===== config.mk =====
export PLATFORM = sky130hd
export DESIGN_NAME = fetch_sequencer
export DESIGN_NICKNAME = d
export VERILOG_FILES = /design/src/rtl/glcpu_pkg.sv /design/src/rtl/fetch_watchdog.sv /design/src/rtl/fetch_sequencer.sv
export SDC_FILE = /design/constraint.sdc
export NUM_CORES = 1
export LEC_CHECK = 0
export ABC_AREA = 0
export CORE_MARGIN = 4
export CORE_UTILIZATION = 42
export CTS_CLUSTER_DIAMETER = 80
export DETAILED_ROUTE_END_ITERATION = 8
export HOLD_SLACK_MARGIN = 0.06
export PLACE_DENSITY_LB_ADDON = 0.3
export SLEW_MARGIN = 20
export SYNTH_ARGS = -nofsm -noshare
export SYNTH_HDL_FRONTEND = slang
export SYNTH_SLANG_ARGS = --single-unit

===== constraint.sdc =====
create_clock -name clk -period 2.05 [get_ports clk]
set_clock_uncertainty 0.1 [all_clocks]
set_input_delay 0.41 -clock clk [delete_from_list [all_inputs] [get_ports clk]]
set_output_delay 0.41 -clock clk [all_outputs]
set_load 0.03 [all_outputs]

===== src/rtl/glcpu_pkg.sv =====
// Shared types for the glcpu fetch front end:
// sequencer states, opcode mode field and control strobe bundle.
package glcpu_pkg;

  typedef enum logic [2:0] {
    BOOT,
    FETCH_OP,
    FETCH_LO,
    FETCH_HI,
    LOAD_ADDR,
    ISSUE,
    FAULT
  } state_t;

  localparam int MODE_MSB = 7;
  localparam int MODE_LSB = 6;

  localparam logic [1:0] MODE_IMPL = 2'b00;
  localparam logic [1:0] MODE_IMM  = 2'b01;
  localparam logic [1:0] MODE_ABS  = 2'b10;
  localparam logic [1:0] MODE_JMP  = 2'b11;

  typedef struct packed {
    logic memRead;
    logic pcInc;
    logic pcLoad;
    logic arInc;
    logic arLoad;
    logic tlLoad;
    logic thLoad;
    logic sel;
    logic opValid;
  } ctrl_t;

  function automatic logic [1:0] opMode(
    input logic [7:0] op
  );
    return op[MODE_MSB:MODE_LSB];
  endfunction

endpackage


===== src/rtl/fetch_watchdog.sv =====
// Stall counter for the fetch states; flags the cycle in
// which the wait limit is reached (FETCH_TIMEOUT_EN builds).
module fetch_watchdog #(
  parameter int TIMEOUT_CYCLES = 15
) (
  input  logic clk,
  input  logic rst,
  input  logic stall,
  input  logic take,
  output logic expire
);

  localparam int W = $clog2(TIMEOUT_CYCLES + 1);
  localparam logic [W-1:0] LAST = W'(TIMEOUT_CYCLES - 1);
  localparam logic [W-1:0] TOP  = W'(TIMEOUT_CYCLES);

  logic [W-1:0] count;

  always_ff @(posedge clk or posedge rst) begin
    if (rst) begin
      count <= '0;
    end else if (take) begin
      count <= '0;
    end else if (stall && count != TOP) begin
      count <= count + 1'b1;
    end
  end

  // the stall cycle that brings count to the limit
  assign expire = stall && (count == LAST);

endmodule


===== src/rtl/fetch_sequencer.sv =====
// Instruction fetch sequencer: gathers opcode/operand bytes and
// drives address-register strobes. Option: FETCH_TIMEOUT_EN.
module fetch_sequencer
  import glcpu_pkg::*;
#(
  parameter int TIMEOUT_CYCLES = 15
) (
  input  logic       clk,
  input  logic       rst,
  input  logic [7:0] memData,
  input  logic       memReady,
  input  logic       opReady,
  input  logic       execArInc,
  output logic       memRead,
  output logic       pcInc,
  output logic       pcLoad,
  output logic       arInc,
  output logic       arLoad,
  output logic       tlLoad,
  output logic       thLoad,
  output logic       sel,
  output logic [7:0] opcode,
  output logic [7:0] immData,
  output logic       opValid,
  output logic       fault
);

  state_t     state;
  state_t     nextState;
  ctrl_t      ctrl;
  ctrl_t      ctrlOut;
  logic [1:0] mode;
  logic       fetching;
  logic       take;
  logic       expire;

  assign mode     = opMode(opcode);
  assign fetching = (state == FETCH_OP) ||
                    (state == FETCH_LO) ||
                    (state == FETCH_HI);
  assign take     = fetching && memReady;

  always_ff @(posedge clk or posedge rst) begin
    if (rst) begin
      state <= BOOT;
    end else begin
      state <= nextState;
    end
  end

  always_ff @(posedge clk or posedge rst) begin
    if (rst) begin
      opcode  <= 8'h00;
      immData <= 8'h00;
    end else begin
      if (state == FETCH_OP && take) begin
        opcode <= memData;
      end
      if (state == FETCH_LO && take &&
          mode == MODE_IMM) begin
        immData <= memData;
      end
    end
  end

  always_comb begin
    nextState = state;
    unique case (state)
      BOOT: nextState = FETCH_OP;
      FETCH_OP: begin
        if (take) begin
          nextState =
            (opMode(memData) == MODE_IMPL) ?
            ISSUE : FETCH_LO;
        end
      end
      FETCH_LO: begin
        if (take) begin
          nextState = (mode == MODE_IMM) ?
                      ISSUE : FETCH_HI;
        end
      end
      FETCH_HI: begin
        if (take) nextState = LOAD_ADDR;
      end
      LOAD_ADDR: begin
        nextState = (mode == MODE_JMP) ?
                    FETCH_OP : ISSUE;
      end
      ISSUE: begin
        if (opReady) nextState = FETCH_OP;
      end
      FAULT: nextState = FAULT;
      default: nextState = BOOT;
    endcase
    if (expire) nextState = FAULT;
  end

  always_comb begin
    ctrl = '0;
    unique case (state)
      BOOT: ctrl.sel = 1'b1;
      FETCH_OP: begin
        ctrl.memRead = 1'b1;
        ctrl.sel     = 1'b1;
        ctrl.pcInc   = memReady;
      end
      FETCH_LO: begin
        ctrl.memRead = 1'b1;
        ctrl.sel     = 1'b1;
        ctrl.pcInc   = memReady;
        ctrl.tlLoad  = memReady &&
                       (mode != MODE_IMM);
      end
      FETCH_HI: begin
        ctrl.memRead = 1'b1;
        ctrl.sel     = 1'b1;
        ctrl.pcInc   = memReady;
        ctrl.thLoad  = memReady;
      end
      LOAD_ADDR: begin
        ctrl.arLoad = (mode == MODE_ABS);
        ctrl.pcLoad = (mode == MODE_JMP);
      end
      ISSUE: begin
        ctrl.sel     = 1'b1;
        ctrl.opValid = 1'b1;
        ctrl.arInc   = execArInc;
      end
      default: ctrl = '0;
    endcase
  end

  // BOOT drives sel, so reset must mask strobes directly
  assign ctrlOut = rst ? '0 : ctrl;

  assign memRead = ctrlOut.memRead;
  assign pcInc   = ctrlOut.pcInc;
  assign pcLoad  = ctrlOut.pcLoad;
  assign arInc   = ctrlOut.arInc;
  assign arLoad  = ctrlOut.arLoad;
  assign tlLoad  = ctrlOut.tlLoad;
  assign thLoad  = ctrlOut.thLoad;
  assign sel     = ctrlOut.sel;
  assign opValid = ctrlOut.opValid;

`ifdef FETCH_TIMEOUT_EN
  fetch_watchdog #(
    .TIMEOUT_CYCLES(TIMEOUT_CYCLES)
  ) u_watchdog (
    .clk   (clk),
    .rst   (rst),
    .stall (fetching && !memReady),
    .take  (take),
    .expire(expire)
  );

  assign fault = (state == FAULT);
`else
  logic unusedTimeout;

  assign unusedTimeout = |TIMEOUT_CYCLES;
  assign expire        = 1'b0;
  assign fault         = 1'b0;
`endif

endmodule

* Word-level counts from Yosys, hierarchy flattened
Cells that the tools add are included.
Word-level totals: flip-flop bits (word level) 19, bits of input ports 13, output and inout port bits 26, logic and storage cells 46
Cells by class: equality and inequality tests 14, muxes and demuxes 17, reductions and logical operators 12
Operators with widths (count):
- 3-bit 2-to-1 mux | 7
- 3-bit one-hot mux with 7 select lines | 1
- 3-bit == test (second input constant) | 3
- 9-bit 2-to-1 mux | 1
- 2-bit inequality test (second input constant) | 4
- 1-bit 2-to-1 mux | 7
- 3-bit by 2-bit == test with 1-bit output (second input constant) | 2
- 1-bit logical AND | 5
- 5-bit OR reduction | 1
- 2-bit == test (second input constant) | 2
- 4-bit AND reduction | 1
- 3-bit by 1-bit == test with 1-bit output (second input constant) | 1
- 3-bit zero test | 1
- 3-bit OR reduction | 1
- 2-bit by 1-bit == test with 1-bit output (second input constant) | 1
- 2-bit zero test | 1
- 1-bit logical OR | 2
- 2-bit 2-to-1 mux | 1
- 2-bit by 1-bit inequality test with 1-bit output (second input constant) | 1

* Depth between registers and ports, before layout
depth after elaboration 6, gate-level depth with buffers 5, depth with buffers taken out 4

* Worst setup path after synthesis
Ideal clock, no wire load.
path kind reg2out, start register opcode[6], end output tlLoad, arrival time 1692 ps, required time 1540 ps, setup slack -152 ps, stages on the path, launching flop included 4, buffers on the path 0, cells stage by stage dfrtp_1 > inv_1 > nor2_1 > nor4_1
Between the ends: word-level cells in the longest chain between the ends 4
Ends and longest elaborated chain:
- from (decl) | line fetch_sequencer.sv:22 | output logic [7:0] opcode,
- from (signal assigned) | line fetch_sequencer.sv:57 | opcode <= memData;
- 2-bit by 1-bit inequality test with 1-bit output | line fetch_sequencer.sv:113 | (mode != MODE_IMM);
- 1-bit logical AND | line fetch_sequencer.sv:112 | ctrl.tlLoad = memReady &&
- 1-bit 2-to-1 mux | line fetch_sequencer.sv:101 | unique case (state)
- 9-bit 2-to-1 mux | line fetch_sequencer.sv:135 | assign ctrlOut = rst ? '0 : ctrl;
- to (decl) | line fetch_sequencer.sv:19 | output logic tlLoad,
Every way passes these cells.

* Worst setup path in the final report
start input rst, end output tlLoad
Between the ends: word-level cells in the longest chain between the ends 1
Ends and longest elaborated chain:
- from (decl) | line fetch_sequencer.sv:9 | input logic rst,
- 9-bit 2-to-1 mux | line fetch_sequencer.sv:135
Every way passes these cells.

==> results.py <==
metrics = {
    "run_status": {
        "status": "complete, no violations",
    },
    "critical_path": {
        "cp-startpoint": "rst",
        "startpoint_type": "input pin",
        "endpoint_kind": "primary output",
        "reg2reg_slack_ps": 230,
        "worst-path-buf-inv": 3,
        "critical_path_required_ps": 1540,
        "r2r-start": "state[0]",
        "rr_worst_depth": 4,
        "worstSetupPathType": "input pin to primary output",
        "timing.rr.end": "immData[5]",
        "cp.arrival_ps": 1480,
        "crit_top_cell": "buf_4",
        "crit_fanout": 6,
        "worst-path-stages": 4,
        "crit_end": "tlLoad",
        "cpPeakStageDelay_ps": 440,
        "critical-path-top-delay-family": "buffers and inverters",
        "cp_slowest_cell": "clkdlybuf4s50_1",
        "path_cells": "clkdlybuf4s50_1 > buf_4 > nor4_4 > buf_4",
    },
    "route": {
        "wl_per_cell_um": 14.7,
        "via_per_inst": 5.34,
        "firstDrtPassIters": 4,
        "drt_iter0_drc": 22,
        "wl_mm": 2.34,
        "vias": 849,
        "drc": 0,
        "final_antenna_net_count": 0,
    },
    "global_route": {
        "grt_overflow": 0,
        "grt_pass1_wl_mm": 3.91,
        "grt_start_max_net_pins": 12,
        "grt_pass1_vias": 825,
        "antenna_found_initial": 0,
        "grt_use_total_pct": 15.3,
    },
    "logic_synthesis": {
        "synth.cell_area_um2": 987,
        "synth_cell_types": 31,
        "synth.mux.area_fraction_pct": 21.3,
        "synth-edff-count": 0,
        "async_reset_ff_share_pct": 100,
        "synth-seq-cells": 19,
        "synth_top_family_by_area": "multiplexers",
        "synthXorXnorAreaFrac_pct": 0,
        "yosys.area_share.simple_pct": 14.1,
        "syn-instance-count": 85,
        "synth_fa_ha_area_share_pct": 0,
        "synth_compound_area_share_pct": 10.8,
        "avgSynthCellArea_um2": 11.6,
        "seq_area_frac_synth_pct": 48.2,
        "synth-main-ff-cell": "dfrtp_1",
        "synth_fp_nets": 98,
        "yosys_warnings": 0,
    },
    "floorplan": {
        "die_w_um": 56.5,
        "num_rows": 17,
        "die_h_um": 56.5,
        "io_pins": 39,
        "start_util_pct": 44.2,
        "die-area_mm2": 0.00319,
        "coreArea_mm2": 0.00223,
    },
    "sta": {
        "hold_violations": 0,
        "finalSetupTns_ps": 0,
        "fmaxAchievable_mhz": 503,
        "finalCriticalPeriod_ps": 1990,
        "fin_crit_sh_pct": 96.9,
        "slew_viol_final": 0,
        "worst_slack_ps": 62.6,
        "setup_violations": 0,
        "rsz0062_at_grt": "yes",
    },
    "cells_and_area": {
        "mostFrequentLayoutCell": "clkdlybuf4s50_1",
        "utilization_pct": 65.4,
        "drive_gt1_share_pct": 35.9,
        "n_antenna_cell": 0,
        "mostFrequentLayoutCells": "27 x clkdlybuf4s50_1, 19 x buf_4, 17 x dfrtp_1, 8 x mux2_2, 8 x mux2_4",
        "fin_nets": 145,
        "area_growth_pct": 48.0,
    },
    "placed_design": {
        "gp_congestion": 0.767,
        "port_buffers": 37,
        "place_ws_ps": -105,
        "dpl.hpwl_mm": 1.77,
    },
    "power": {
        "total_power_mw": 2.33,
        "powerDensity_mw_per_mm2": 1600,
        "irDropWorstVdd_uv": 895,
        "p_leak_nw": 0.661,
    },
    "cts": {
        "clockBufferDepth": 2,
        "cts_max_level": 1,
        "cts_hold_buf": 0,
        "clkSinkCount": 19,
        "clkTransAtPathRegs_ps": 100,
        "cts_buffers": 3,
        "clk-insertion-delay-late_ps": 290,
        "tritoncts": "yes",
        "cts_root_buf": "clkbuf_4",
    },
    "worst_hold_path": {
        "hold_class": "flop to flop",
    },
    "job": {
        "cap_violations": 0,
    },
}
-- synth_stat cells, drive strengths merged, types with 2 or more instances --
library cell | n | area, µm²
a21oi | 2 | 10.0
mux2 | 16 | 210
nor2 | 8 | 32.5
nor3 | 5 | 25.0
buf | 3 | 30.0
dfrtp | 19 | 475
nor2b | 3 | 18.8
nand2 | 2 | 7.51
clkbuf | 2 | 7.51
inv | 4 | 15.0
nand2b | 2 | 20.0
o21ai | 4 | 20.0
-- how the worst min path moves through the flow --
stage,start,end,depth (start not counted)
after floorplan,rst,immData[0],1
after global placement,opcode[2],opcode[2],1
after CTS,opcode[5],opcode[5],1
final,opcode[1],opcode[1],1
after detailed placement,opcode[5],opcode[5],1
after global routing,opcode[2],opcode[2],1
-- metal layers --
layer  up-vias  share of wire, %  global-route usage (%)
met4         0               1.8                    5.76
met5         -                 0                       0
met2        41                49                    23.6
li1        399                 -                       -
met3         4               8.6                    3.91
met1       405                40                    20.6
-- timing repair --
action	4_1_cts	5_1_grt
gates cloned	0	0
pin swaps	0	1
setup buffers	0	3
resized for setup	4	3
setup endpoints to repair	4	6
-- per-stage QoR --
stage / instances / area [µm²] / hold slack [ps]
after floorplan: 85 / 993 / 261
after global placement: 153 / 1400 / 390
after detailed placement: 153 / 1400 / 394
after CTS: 157 / 1440 / 419
after global routing: 159 / 1460 / 443
final: 159 / 1460 / 415
-- sequential cells by signal, indices dropped and copies added (netlist names) --
register  count
immData       8
opcode        8
state         3
-- logic make-up (layout without fill, tap and decap cells) --
family / after synthesis / count (layout)
simple gates: 25 / 25
flops: 19 / 19
mux: 16 / 16
compound gates: 15 / 15
buf+inv: 9 / 55
other cells: 1 / 1
-- area by class of cell --
| cell class | instances | area [µm²] |
|---|---|---|
| fillers | 175 | 772 |
| multi-input cells | 57 | 484 |
| flip-flops and latches | 19 | 478 |
| repair buffers | 47 | 422 |
| well taps | 28 | 35.0 |
| clock buffers | 3 | 22.5 |
| inverters | 4 | 15.0 |
| clock inverters | 1 | 5.00 |
-- report_power, final --
part           total (mW)  internal [mW]  switching, mW
Combinational        1.44          0.695          0.743
Clock               0.182         0.0725          0.110
Sequential          0.712          0.560          0.152
(Power assumes the default switching activity.)
